`src/rtl/instruction_cache_pkg.sv`:
```
// Shared definitions for the instruction cache slice.
//   - default geometry (NUM_BLOCKS, WORDS_PER_BLOCK)
//   - derived address-field widths for that default geometry
//   - refill FSM state encoding
package instruction_cache_pkg;

  localparam int DEFAULT_NUM_BLOCKS      = 8;
  localparam int DEFAULT_WORDS_PER_BLOCK = 4;

  localparam int INDEX_W    = $clog2(DEFAULT_NUM_BLOCKS);
  localparam int OFFSET_W   = $clog2(DEFAULT_WORDS_PER_BLOCK);
  localparam int TAG_W      = 32 - 2 - OFFSET_W - INDEX_W;
  localparam int BLK_ADDR_W = 32 - 2 - OFFSET_W;

  typedef enum logic [1:0] {
    ST_IDLE,
    ST_MEM_READ,
    ST_UPDATE
  } cache_state_t;

endpackage

```
`src/rtl/instruction_cache_fsm.sv`:
```
// Refill controller for the instruction cache.
// Ports:
//   CLOCK, RESET   rising-edge clock, synchronous active-high reset
//   READ, hit      fetch request and lookup result from the top level
//   MEM_BUSYWAIT   instruction memory busy; low = block data valid
//   BUSYWAIT       stall to PC/pipeline
//   MEM_READ       registered block read request to memory
//   start_miss     pulse: a miss is detected in IDLE (latch request block)
//   capture        pulse: memory data valid, load the line buffer
//   update         pulse: write the line buffer into the arrays
module instruction_cache_fsm
  import instruction_cache_pkg::*;
(
  input  logic CLOCK,
  input  logic RESET,
  input  logic READ,
  input  logic hit,
  input  logic MEM_BUSYWAIT,
  output logic BUSYWAIT,
  output logic MEM_READ,
  output logic start_miss,
  output logic capture,
  output logic update
);

  cache_state_t state;

  // BUSYWAIT must fall in the same cycle as a hit, so it is decoded from the
  // state plus the live lookup rather than registered.
  always_comb begin
    start_miss = (state == ST_IDLE) && READ && !hit;
    capture    = (state == ST_MEM_READ) && !MEM_BUSYWAIT;
    update     = (state == ST_UPDATE);
    BUSYWAIT   = start_miss || (state != ST_IDLE);
  end

  // NOTE: sequential state uses non-blocking assignments so every flop
  // samples pre-edge values regardless of statement order.
  always_ff @(posedge CLOCK) begin
    if (RESET) begin
      state    <= ST_IDLE;
      MEM_READ <= 1'b0;
    end else begin
      case (state)
        ST_IDLE: begin
          if (start_miss) begin
            state    <= ST_MEM_READ;
            MEM_READ <= 1'b1;
          end
        end
        ST_MEM_READ: begin
          if (!MEM_BUSYWAIT) begin
            state    <= ST_UPDATE;
            MEM_READ <= 1'b0;
          end
        end
        ST_UPDATE: begin
          state    <= ST_IDLE;
          MEM_READ <= 1'b0;
        end
        default: begin
          state    <= ST_IDLE;
          MEM_READ <= 1'b0;
        end
      endcase
    end
  end

endmodule

```
`src/rtl/instruction_cache.sv`:
```
// Direct-mapped, read-only instruction cache between the IF-stage PC and
// the instruction memory. Misses stall the pipeline via BUSYWAIT while a
// whole block is fetched over a block-wide handshake.
// Ports:
//   CLOCK, RESET   rising-edge clock, synchronous active-high reset
//   READ, ADDRESS  fetch request and byte address (bits [1:0] ignored)
//   INSTRUCTION    fetched word, valid when READ && !BUSYWAIT
//   BUSYWAIT       stall to PC/pipeline
//   MEM_READ       block read request to instruction memory
//   MEM_ADDRESS    block address (ADDRESS >> (2+OFFSET_W)), 0 when idle
//   MEM_READDATA   block data, word 0 in the LSBs
//   MEM_BUSYWAIT   memory busy; data valid in the cycle it is low
module instruction_cache
  import instruction_cache_pkg::*;
#(
  parameter int NUM_BLOCKS      = DEFAULT_NUM_BLOCKS,
  parameter int WORDS_PER_BLOCK = DEFAULT_WORDS_PER_BLOCK
) (
  input  logic                                          CLOCK,
  input  logic                                          RESET,
  input  logic                                          READ,
  input  logic [31:0]                                   ADDRESS,
  output logic [31:0]                                   INSTRUCTION,
  output logic                                          BUSYWAIT,
  output logic                                          MEM_READ,
  output logic [32-2-$clog2(WORDS_PER_BLOCK)-1:0]       MEM_ADDRESS,
  input  logic [32*WORDS_PER_BLOCK-1:0]                 MEM_READDATA,
  input  logic                                          MEM_BUSYWAIT
);

  localparam int IDX_BITS  = $clog2(NUM_BLOCKS);
  localparam int OFS_BITS  = $clog2(WORDS_PER_BLOCK);
  localparam int TAG_BITS  = 32 - 2 - OFS_BITS - IDX_BITS;
  localparam int BLK_BITS  = 32 - 2 - OFS_BITS;
  localparam int LINE_BITS = 32 * WORDS_PER_BLOCK;

  // Address fields of the current fetch.
  logic [OFS_BITS-1:0] offset;
  logic [IDX_BITS-1:0] index;
  logic [TAG_BITS-1:0] tag;
  logic [BLK_BITS-1:0] blk_addr;
  logic                unused_byte_bits;

  assign offset           = ADDRESS[2 +: OFS_BITS];
  assign index            = ADDRESS[2+OFS_BITS +: IDX_BITS];
  assign tag              = ADDRESS[31 -: TAG_BITS];
  assign blk_addr         = ADDRESS[31 -: BLK_BITS];
  assign unused_byte_bits = ^ADDRESS[1:0];

  // Storage.
  logic [NUM_BLOCKS-1:0] valid_array;
  logic [TAG_BITS-1:0]   tag_array  [NUM_BLOCKS];
  logic [LINE_BITS-1:0]  data_array [NUM_BLOCKS];
  logic [LINE_BITS-1:0]  line_buf;
  logic [BLK_BITS-1:0]   req_blk;
  logic [IDX_BITS-1:0]   req_index;
  logic [TAG_BITS-1:0]   req_tag;

  assign req_index = req_blk[IDX_BITS-1:0];
  assign req_tag   = req_blk[BLK_BITS-1 -: TAG_BITS];

  // Lookup.
  logic                 hit;
  logic [LINE_BITS-1:0] cur_line;

  assign hit         = valid_array[index] && (tag_array[index] == tag);
  assign cur_line    = data_array[index];
  assign INSTRUCTION = cur_line[32*offset +: 32];

  logic start_miss, capture, update;

  instruction_cache_fsm u_fsm (
    .CLOCK        (CLOCK),
    .RESET        (RESET),
    .READ         (READ),
    .hit          (hit),
    .MEM_BUSYWAIT (MEM_BUSYWAIT),
    .BUSYWAIT     (BUSYWAIT),
    .MEM_READ     (MEM_READ),
    .start_miss   (start_miss),
    .capture      (capture),
    .update       (update)
  );

  assign MEM_ADDRESS = MEM_READ ? req_blk : '0;

  // Control state: valid bits and the outstanding request block.
  always_ff @(posedge CLOCK) begin
    if (RESET) begin
      valid_array <= '0;
      req_blk     <= '0;
    end else begin
      if (start_miss) req_blk <= blk_addr;
      if (update)     valid_array[req_index] <= 1'b1;
    end
  end

  // NOTE: data, tag and line buffer are not reset; valid_array alone decides
  // whether their contents mean anything. RESET still gates the array write
  // so a refill interrupted by reset leaves no line behind.
  always_ff @(posedge CLOCK) begin
    if (capture) line_buf <= MEM_READDATA;
    if (update && !RESET) begin
      data_array[req_index] <= line_buf;
      tag_array[req_index]  <= req_tag;
    end
  end

endmodule
```
`config.mk`:
```
export PLATFORM = sky130hd
export DESIGN_NAME = instruction_cache
export DESIGN_NICKNAME = d
export VERILOG_FILES = /design/src/rtl/instruction_cache_pkg.sv /design/src/rtl/instruction_cache_fsm.sv /design/src/rtl/instruction_cache.sv
export SDC_FILE = /design/constraint.sdc
export NUM_CORES = 1
export LEC_CHECK = 0
export ABC_AREA = 1
export CAP_MARGIN = 10
export CELL_PAD_IN_SITES_DETAIL_PLACEMENT = 0
export CELL_PAD_IN_SITES_GLOBAL_PLACEMENT = 2
export CORE_MARGIN = 8
export CORE_UTILIZATION = 40
export CTS_CLUSTER_DIAMETER = 120
export DETAILED_ROUTE_END_ITERATION = 16
export PLACE_DENSITY_LB_ADDON = 0.15
export SLEW_MARGIN = 20
export SYNTH_ARGS = -nofsm -noshare
export SYNTH_HDL_FRONTEND = slang
export SYNTH_SLANG_ARGS = --single-unit
export TNS_END_PERCENT = 100
```
`constraint.sdc`:
```
create_clock -name CLOCK -period 14.5 [get_ports CLOCK]
set_input_delay 1.45 -clock CLOCK [delete_from_list [all_inputs] [get_ports CLOCK]]
set_output_delay 1.45 -clock CLOCK [all_outputs]
set_load 0.02 [all_outputs]
```
==> results.md <==
Status:
- The run finished with clean final reports.

Critical path:
- STA classifies the critical path endpoint as an output port.
- The endpoint of the worst register-to-register path is data_array[5][118].
- The worst register-to-register path has a setup slack of 9.68 ns.
- The type of the setup path with the least slack is input port to output port.
- The startpoint kind of the worst setup timing path is an input port.
- STA puts the critical path data arrival time at 7.04 ns.
- For the worst setup path, the data required time is approximately 13 ns.
- Walking the worst path, the cells encountered are buf_8 -> buf_4 -> buf_4 -> buf_4 -> buf_4 -> o21ai_0 -> o22ai_1 -> o21ai_0 -> o21ai_0 -> nor2_1 -> a31oi_1 -> clkdlybuf4s50_1.
- For the worst flop-to-flop path, the logic depth is 7.
- In this run the worst setup path begins at ADDRESS[4].
- The dominant cell type by count on the critical path is sky130_fd_sc_hd__buf_4.
- For this run, the slowest stage of the critical path takes just over 0.8 ns.
- In this run the critical register-to-register path is launched from u_fsm.state[1].
- In this run the worst path has a maximum fanout of 90.
- The critical path's slowest cell is sky130_fd_sc_hd__buf_4.

Route:
- After detailed routing, the number of vias per cell comes to 5.42.
- In this run, the number of DRC markers left after iteration 0 of detailed routing was 2680.
- The first detailed-routing pass ran for 5 iterations.
- Detailed routing inserted a total of 32.7k vias.
- The post-detailed-route wirelength per cell is 25.3 um.
- After detailed routing, the number of remaining DRC violations is 0.
- The remaining antenna violation count is 0.
- The wire length after detailed routing is 153000 um.

Synthesis:
- The xor/xnor cell area share of the yosys netlist is 0%.
- The main combinational cell family by area after synthesis is compound AO/OA/AOI/OAI gates.
- The synthesized netlist devotes 9.21% of its cell area to simple gates.
- After technology mapping, the gate count stands at 4007.
- After Yosys synthesis, full adders, half adders and majority gates account for 0% of the synthesized area.
- The portion of the post-synthesis area used by sequential elements is 77.0%.
- Summing the areas of all compound-gate instances in the mapped netlist gives 10.6% of the synthesized area.
- The cell area that synthesis handed to floorplanning was 0.0537 mm^2.
- The net count of the mapped netlist is roughly 4.2k.
- Synthesis inferred 1390 register bits.
- The Yosys step of the flow raised 0 warnings.
- The proportion of synthesized area in mux cells is 0%.
- The mean area per synthesized cell is 13.4 um^2.
- Yosys mapped the design onto 24 distinct sky130hd cell types.

Floorplan:
- The die area is approximately 0.15 mm^2.
- The number of rows in the core area is 134.
- The die width is 383 um.
- The core region is ~0.13 mm^2.
- The count of pins on the block boundary is 226.
- The die boundary height is 383 um.
- Once the floorplan was initialized, standard cells occupied about two fifths of the core.

Timing:
- The final hold violation count is 0.
- Setup repair after global routing left no endpoint under its margin.
- The final sum of negative setup slack is 0 ns.
- After layout, the minimum clock period comes to between 8 and 9 ns.
- The worst pin sits at a relative slew slack of 27.3%.
- The count of final max-slew check failures came to 0.
- Setup violations remaining at the end of the flow were counted as 0.
- The final clock period utilization by the worst path is 58.5%.
- At the pin with the least slew margin, the transition time is 1.09 ns.
- Between clock sinks in the finished design, the worst skew comes to 0.0257 ns.
- The maximum frequency from static timing analysis is 0.118 GHz.

GRT:
- The largest net degree at the start of global routing is between 200 and 250.
- The via count of the first global-routing pass came to ~32k.
- The initial antenna violation count was 8.
- The global routing usage summed across all routing layers is 20.4%.
- For this run the aggregate overflow at the end of global routing stands at 0.
- The first global-routing pass estimated 222000 um of wire.

Power and ir drop:
- The peak supply drop is 0.0968 mV.
- The net switching power is 1910 uW.
- The internal power of the cells totals between 6000 and 7000 uW.
- The switching power share of the total is 22.4%.
- For this design the static power due to leakage is about 0.020 uW.
- The clock network accounts for 42.0% of the total power.
- The share of total power dissipated in combinational logic is 5.6%.
- The share of total power dissipated in sequential elements is 52.4%.
- The total power per unit cell area is 137 mW/mm^2.

CTS:
- The buffer levels on the longest clock path is 3.
- Clock tree synthesis inserted a total of 150 buffers.
- Buffers inserted to repair hold after CTS numbered 0.
- The clock reaches the later pin of the worst-skew pair after 0.78 ns.
- The clock input transition at the sequential cells of the worst setup and hold paths is ~0.050 ns.
- The post-CTS resize count is 0.
- The CTS tree is yes.
- The post-CTS repair timing setup buffer count is 0.
- The H-tree was split into 4 levels.
- The clock drives 1390 sinks.
- The clock root buffer is sky130_fd_sc_hd__clkbuf_16.

Layout:
- Leaving out fill and tap cells, the most frequent cell in the layout is sky130_fd_sc_hd__edfxtp_1.
- The ratio of cells with drive above 1 in the final layout is under 10%.
- The area added between synthesis and finish is 15.7%.
- The count of nets after finishing is 4321.
- In the layout the commonest cells are sky130_fd_sc_hd__edfxtp_1, sky130_fd_sc_hd__nor2_1, sky130_fd_sc_hd__o21ai_0.
- Once layout is complete, the cells apart from fillers number 6045.

Place:
- The number of placed instances, taps included is 5773.
- At the end of routability-driven placement, the weighted congestion stood at 0.752.
- During placement, the flow inserted port buffers numbering between 200 and 250.
- Once detailed placement completed, the half-perimeter wirelength came to 78100 um.

Min path:
- In this run the most critical hold path is launched from valid_array[5].
- The depth of the worst hold-timing path is 2.
- The worst hold path terminates at valid_array[5].
- The min-delay analysis places its worst path in the category register to register.

Run:
- The tool flagged a number of max-cap violations equal to 0.
## critical path, delay by kind of cell
kind | cells | cell delay (ns)
simple gates | 1 | 0.08
compound gates | 5 | 1.28
buf+inv | 6 | 4.04
## power groups by stage
stage               Sequential, uW  Combinational (uW)  Clock (uW)
floorplan                     4540                 259           0
global placement              4550                 484           0
detailed placement            4550                 483           0
CTS                           4460                 485        3660
global route                  4470                 521        3810
finish                        4460                 477        3570
## Yosys cell counts (all sizes together)
cell | number | area [um^2]
edfxtp | 1352 | 40600
nor2 | 701 | 2630
o21ai | 584 | 2920
nand2 | 324 | 1220
nand3 | 215 | 1080
clkbuf | 212 | 796
o221ai | 202 | 1770
inv | 157 | 592
buf | 65 | 364
o22ai | 58 | 363
dfxtp | 38 | 761
a21oi | 33 | 165
a31oi | 32 | 200
a32oi | 29 | 254
nor3 | 2 | 10.0
nor3b | 1 | 7.51
nor4 | 1 | 6.26
o211ai | 1 | 7.51
## metal layers
metal	part of all wire, %	GRT usage [%]	wire [um]
met5	0	0	0
met4	2.2	5.55	3370
met3	5.9	3.94	8960
met2	47	32.9	71400
met1	45	28.5	69300
## worst max path at each step
stage                           end  slack, ns  cells after the start
finish              INSTRUCTION[24]       6.01                     12
global route        INSTRUCTION[24]       5.57                     12
CTS                 INSTRUCTION[24]       5.99                     12
detailed placement  INSTRUCTION[24]       5.99                     12
global placement    INSTRUCTION[24]       5.98                     12
floorplan               line_buf[0]       3.58                      1
## kinds of logic after synthesis
| family | Yosys count |
|---|---|
| compound gates | 939 |
| flops | 1390 |
| simple gates | 1244 |
| buf+inv | 434 |
## metrics by stage
step	worst slack (ns)	utilization (%)	hold slack (ns)	cell area, um^2	power (uW)
after floorplan	3.58	-	0.429	53700	4790
after global placement	5.98	43.2	0.442	57600	5030
after detailed placement	5.99	43.2	0.449	57600	5030
after CTS	5.99	46.6	0.465	62200	8610
after global routing	5.57	46.6	0.497	62200	8800
final	6.01	46.6	0.468	62200	8510
## state kept, by name, summed over array words and instances, names as in the netlist
signal and cells:
data_array 1024, valid_array 8, req_blk 28, u_fsm.state 2
line_buf 128, tag_array 200
## area by class of cell
| class | count | area, um^2 |
|---|---|---|
| timing repair buffer | 275 | 2740 |
| inverter | 157 | 621 |
| tap | 1768 | 2210 |
| sequential | 1390 | 41400 |
| clock inverter | 68 | 572 |
| clock buffer | 202 | 3990 |
| antenna | 2 | 5.00 |
| fill | 11897 | 71300 |
| multi-input combinational | 2183 | 10700 |
(Power assumes the default switching activity.)
